==> src/rtl/fir_coeff_loader.sv <==
// Loads the symmetric half-coefficient set of the polyphase FIR interpolator from a
// host valid/ready stream, verifies a trailing checksum and supervises timeout/abort.
module fir_coeff_loader #(
   parameter int  ORD        = 255,
   parameter int  COEFF_SIZE = 16,
   parameter int  TIMEOUT    = 1024,
   localparam int NCOEFF     = (ORD + 1) / 2,
   localparam int AW         = $clog2((ORD + 1) / 2)
) (
   input  logic                  clk,
   input  logic                  nrst,
   input  logic                  start,
   input  logic                  abort,
   input  logic [COEFF_SIZE-1:0] s_data,
   input  logic                  s_valid,
   output logic                  s_ready,
   output logic                  c_we,
   output logic [AW-1:0]         c_addr,
   output logic [COEFF_SIZE-1:0] c_in,
   output logic                  busy,
   output logic                  done,
   output logic [1:0]            err_code,
   output logic                  coeff_ok
);

   typedef enum logic [1:0] {IDLE, LOAD, CSUM} state_t;

   typedef enum logic [1:0] {
      ERR_OK      = 2'd0,
      ERR_CSUM    = 2'd1,
      ERR_TIMEOUT = 2'd2,
      ERR_ABORT   = 2'd3
   } err_t;

   localparam int TW = (TIMEOUT > 0) ? $clog2(TIMEOUT + 1) : 1;
   localparam logic [AW:0] LAST_WORD = (AW + 1)'(NCOEFF - 1);

   state_t                state;
   logic [AW:0]           wcnt;
   logic [COEFF_SIZE-1:0] csum;
   logic [TW-1:0]         tcnt;
   logic                  accept;
   logic                  timed_out;

   // The only combinational output: the host sees abort withdraw readiness in the same cycle.
   assign s_ready   = (state != IDLE) && !abort;
   assign accept    = s_valid && s_ready;
   // Fires on the idle cycle that brings the counter to TIMEOUT, so IDLE follows immediately.
   assign timed_out = (TIMEOUT > 0) && !accept && (tcnt == TW'(TIMEOUT - 1));

   // NOTE: every register here is state, so all assignments are non-blocking; done
   // defaults low each cycle to make it a single-cycle pulse.
   always_ff @(posedge clk or negedge nrst) begin
      if (!nrst) begin
         state    <= IDLE;
         wcnt     <= '0;
         csum     <= '0;
         tcnt     <= '0;
         c_we     <= 1'b0;
         c_addr   <= '0;
         c_in     <= '0;
         busy     <= 1'b0;
         done     <= 1'b0;
         err_code <= ERR_OK;
         coeff_ok <= 1'b0;
      end else begin
         done <= 1'b0;
         case (state)
            IDLE: begin
               if (start) begin
                  state    <= LOAD;
                  wcnt     <= '0;
                  csum     <= '0;
                  tcnt     <= '0;
                  c_we     <= 1'b1;
                  c_addr   <= '0;
                  c_in     <= '0;
                  busy     <= 1'b1;
                  err_code <= ERR_OK;
                  coeff_ok <= 1'b0;
               end
            end
            LOAD, CSUM: begin
               if (abort) begin
                  state    <= IDLE;
                  c_we     <= 1'b0;
                  busy     <= 1'b0;
                  done     <= 1'b1;
                  err_code <= ERR_ABORT;
                  coeff_ok <= 1'b0;
               end else if (accept) begin
                  tcnt <= '0;
                  if (state == LOAD) begin
                     c_addr <= wcnt[AW-1:0];
                     c_in   <= s_data;
                     csum   <= csum + s_data;
                     wcnt   <= wcnt + 1'b1;
                     if (wcnt == LAST_WORD) state <= CSUM;
                  end else begin
                     state    <= IDLE;
                     c_we     <= 1'b0;
                     busy     <= 1'b0;
                     done     <= 1'b1;
                     err_code <= (s_data == csum) ? ERR_OK : ERR_CSUM;
                     coeff_ok <= (s_data == csum);
                  end
               end else if (timed_out) begin
                  state    <= IDLE;
                  c_we     <= 1'b0;
                  busy     <= 1'b0;
                  done     <= 1'b1;
                  err_code <= ERR_TIMEOUT;
                  coeff_ok <= 1'b0;
               end else begin
                  tcnt <= tcnt + 1'b1;
               end
            end
            default: state <= IDLE;
         endcase
      end
   end

endmodule

==> config.mk <==
export PLATFORM = sky130hd
export DESIGN_NAME = fir_coeff_loader
export DESIGN_NICKNAME = d
export VERILOG_FILES = /design/src/rtl/fir_coeff_loader.sv
export SDC_FILE = /design/constraint.sdc
export NUM_CORES = 1
export LEC_CHECK = 0
export ABC_AREA = 1
export BUFFER_PORTS_ARGS = -buffer_cell sky130_fd_sc_hd__buf_2
export CAP_MARGIN = 20
export CORE_MARGIN = 8
export CORE_UTILIZATION = 45
export DETAILED_ROUTE_END_ITERATION = 6
export HOLD_SLACK_MARGIN = 0.06
export PLACE_DENSITY_LB_ADDON = 0.2
export SLEW_MARGIN = 30
export SYNTH_ARGS = -nofsm -noshare
export SYNTH_HDL_FRONTEND = slang
export SYNTH_SLANG_ARGS = --single-unit
==> constraint.sdc <==
create_clock -name clk -period 1.56 [get_ports clk]
set_input_delay 0.078 -clock clk [delete_from_list [all_inputs] [get_ports clk]]
set_output_delay 0.078 -clock clk [all_outputs]
set_load 0.03 [all_outputs]
==> out/summary.log <==
qor: routing.viasPerCell 4.95
qor: global_routing.antenna_found_initial 0
qor: worst_setup_path.rr_endpoint wcnt[0]$_DFFE_PN0P_
qor: worst_setup_path.cp.required 1.83 ns
qor: cts.clock_tree.buffer_depth 2
qor: worst_setup_path.critPathMaxFanout 5
qor: global_routing.grt_first_pass_wirelength 16700 um
qor: sta.slew_viol_final 0
qor: cells_and_area.num-fill-cells 713
qor: power.static-leakage-power 0.00301 uW
qor: cells_and_area.area.growth.synth_to_final 42.8%
qor: power.max-vdd-ir-drop 1.20 mV
qor: routing.drc 0
qor: min_path.hold-path-endpoint c_in[1]$_DFFE_PN0P_
qor: min_path.hp_start s_data[1]
qor: synthesis.netlist_instances 553
qor: sta.worst_slack -0.163 ns
qor: worst_setup_path.timing.reg2reg.worst_path_depth 13
qor: routing.finalWirelength 10800 um
qor: routing.antenna_left 0
qor: sta.timing.max_slew.rel_slack 0.759
qor: sta.fin_crit 1.72 ns
qor: floorplan.floorplan_die_area 12100 um2
qor: cells_and_area.final_nets 723
qor: routing.dr_total_vias 3922
qor: run_status.run_status finished with violations
qor: sta.final.setup_skew 0.0100 ns
qor: cells_and_area.mostFrequentLayoutCell nand2_1
qor: synthesis.synth.largest_area_cell dfrtp_1
qor: cts.clk_pin_slew_worst_paths 0.07 ns
qor: cts.tritoncts done
qor: cells_and_area.final_layout_size_suffix_gt1_frac 0.316
qor: synthesis.synthesis.nets 596
qor: floorplan.ios 51
qor: worst_setup_path.critPathCaptureType flip-flop
qor: synthesis.syn_area 3970 um2
qor: sta.fmaxAchievable 580 MHz
qor: power.fin_total_pwr 9820 uW
qor: worst_setup_path.critPathSlowestCell dfrtp_1
qor: global_routing.grt_usage 0.173
qor: cells_and_area.antenna-diode-count 0
qor: sta.worst_slew_pin_slew 0.358 ns
qor: global_routing.grt-ovfl-total 0
qor: sta.hold_viol_final 0
qor: synthesis.synth.top_cell.area_share 0.409
qor: cts.clkSinkCount 65
qor: floorplan.design.core.area 8640 um2
qor: routing.detail_route.first_pass.iterations 4
qor: worst_setup_path.buffers_inverters_on_critical_path 5
qor: synthesis.synth-seq-cells 65
qor: global_routing.vias_in_the_first_global_route 3741
qor: sta.unrepaired_setup_endpoints_after_global_routing true
qor: routing.wl_per_cell 13.7 um
qor: worst_setup_path.worstSetupStartpointType flip-flop
qor: sta.fraction_of_the_cycle_the_final_worst_path_needs 1.10
qor: worst_setup_path.crit_family simple AND/OR/NAND/NOR gates
qor: cts.ctsHtreeMaxLevel 3
qor: worst_setup_path.cp_cell_sequence inv_2 > ha_4 > nor2_4 > nand2_4 > inv_4 > nand2_4 > o21ai_4 > nand2_4 > nor2_8 > buf_4 > buf_6 > inv_6 > a21oi_1
qor: synthesis.synth_area_per_cell 7.19 um2
qor: cts.tritoncts.num_buffers 9
qor: worst_setup_path.critPathArrivalTime 2.00 ns
qor: place.io_buffer_count 50
qor: synthesis.ys_seq_area_frac 0.409
qor: synthesis.synthTopCellsByArea dfrtp_1 (41%), nand2_1 (21%), ha_1 (6.6%), inv_1 (6.6%), nand3_1 (5.0%)
qor: floorplan.die_h 110 um
qor: min_path.min_delay_worst_type input port to flip-flop
qor: floorplan.initial_utilization 0.460
qor: min_path.min_delay_path_depth 3
qor: routing.dr.first_iter.drc_count 168
qor: global_routing.grt_start_max_net_pins 66
qor: synthesis.count_of_cell_types_in_the_netlist 30
qor: worst_setup_path.reg2reg_from state[0]$_DFFE_PN0P_
qor: worst_setup_path.timing.critical_path.mode_cell nand2_4
qor: sta.setup-violations-final 59
qor: cells_and_area.layout.cells.most_common_list nand2_1 (209), dfrtp_1 (65), inv_1 (64)
qor: run_status.failed_checks negative setup slack
qor: run.max-cap-violations 0
qor: place.weighted_congestion_reported_at_the_end_of_routability_driven_placement 0.868
qor: floorplan.core.rowCount 34
qor: place.place_worst_setup_slack -0.161 ns
qor: cts.clkLatencyLatePin 0.35 ns
qor: worst_setup_path.timing.setup.critical_path_class flip-flop to flip-flop
qor: worst_setup_path.critical-path-max-stage-delay 0.40 ns
qor: place.hpwlAfterDp 7000 um
qor: floorplan.die_w 110 um
qor: power.power_density_relative_to_cell_area 1730 nW/um2
qor: cts.clock_root_buffer clkbuf_8
qor: worst_setup_path.timing.reg2reg.setup_slack -0.16 ns
qor: synthesis.synth.yosys.warnings 0
## through the flow
| step | hold slack [ns] | util | instances | instance area (um2) | setup TNS (ns) |
|---|---|---|---|---|---|
| after detailed placement | 0.123 | 0.546 | 743 | 4720 | -5.13 |
| final | 0.112 | 0.657 | 792 | 5670 | -5.79 |
| after CTS | 0.0749 | 0.602 | 777 | 5190 | -2.70 |
| after global placement | 0.120 | 0.546 | 743 | 4720 | -2.18 |
| after floorplan | -0.218 | - | 553 | 4040 | -6.42 |
| after global routing | 0.141 | 0.657 | 792 | 5670 | -12.02 |
## cells in the mapped netlist (all sizes together)
master	count
o31ai	3
o21ai	29
nand4	6
a21oi	12
dfrtp	65
nand3b	1
nor2	35
or2	2
nor3	11
xor2	6
inv	75
xnor2	3
clkbuf	2
fa	1
ha	21
buf	9
nand2	230
o211ai	1
nand3	40
o21bai	1
## flip-flops by register name (all words and copies together), names as in the netlist
register and cells:
busy 1, c_in 16, c_addr 7, wcnt 8, state 2, done 1, tcnt 11, csum 16
err_code 2, coeff_ok 1
## power breakdown
group / total, uW / internal [uW] / switching [uW]
Clock: 1250 / 600 / 652
Combinational: 6140 / 2650 / 3490
Sequential: 2420 / 2130 / 296
Total: 9820 / 5380 / 4440
## tightest hold or removal path, stage by stage
cell	delay (ns)
buf_2	0.13
inv_1	0.13
o21ai_1	0.09
## cell families (layout without fill, tap and decap cells)
logic type	count (synthesis)	in the layout	synth area share
buffers and inverters	86	217	0.0907
xor gates and xnor gates	9	9	0.0198
adders and majority gates	22	22	0.0712
DFF	65	65	0.409
AOI/OAI and AO/OA	46	46	0.0658
and+or+nand+nor	325	325	0.343
## per-layer routing
layer	up-vias	GRT usage	routed length [um]
li1	1982	-	-
met1	1832	0.218	4910
met2	93	0.287	5240
met3	15	0.0355	486
met4	0	0.0608	186
met5	-	0	0
## layout make-up
class,count,area [um2],share of cell area
repair buffers,126,1020,0.179
inverters,75,315,0.0556
well taps,108,135,0.0238
clock inverters,4,20.0,0.00353
repair inverters,1,8.76,0.00154
flip-flops and latches,65,1630,0.287
multi-input cells,402,2410,0.425
clock buffers,11,141,0.0249
## how the worst max path moves through the flow
stage                              start                    end  slack [ns]  depth (start not counted)
CTS                 state[0]$_DFFE_PN0P_    csum[6]$_DFFE_PN0P_       -0.11                         12
global route        state[0]$_DFFE_PN0P_  c_addr[6]$_DFFE_PN0P_       -0.27                         13
floorplan           state[1]$_DFFE_PN0P_    csum[5]$_DFFE_PN0P_       -0.18                         12
finish              state[0]$_DFFE_PN0P_    wcnt[0]$_DFFE_PN0P_       -0.16                         13
detailed placement  state[0]$_DFFE_PN0P_    tcnt[2]$_DFFE_PN0P_       -0.16                         12
global placement    state[0]$_DFFE_PN0P_    tcnt[7]$_DFFE_PN0P_       -0.11                         12
## what timing repair did
action,4_1_cts,5_1_grt
pin swaps,3,23
hold buffers,16,0
setup endpoints to repair,63,64
cloned,0,6
resized for setup,28,69
endpoints found under the hold margin,80,0
setup buffers,3,10
Power figures use the tool's default switching activity.
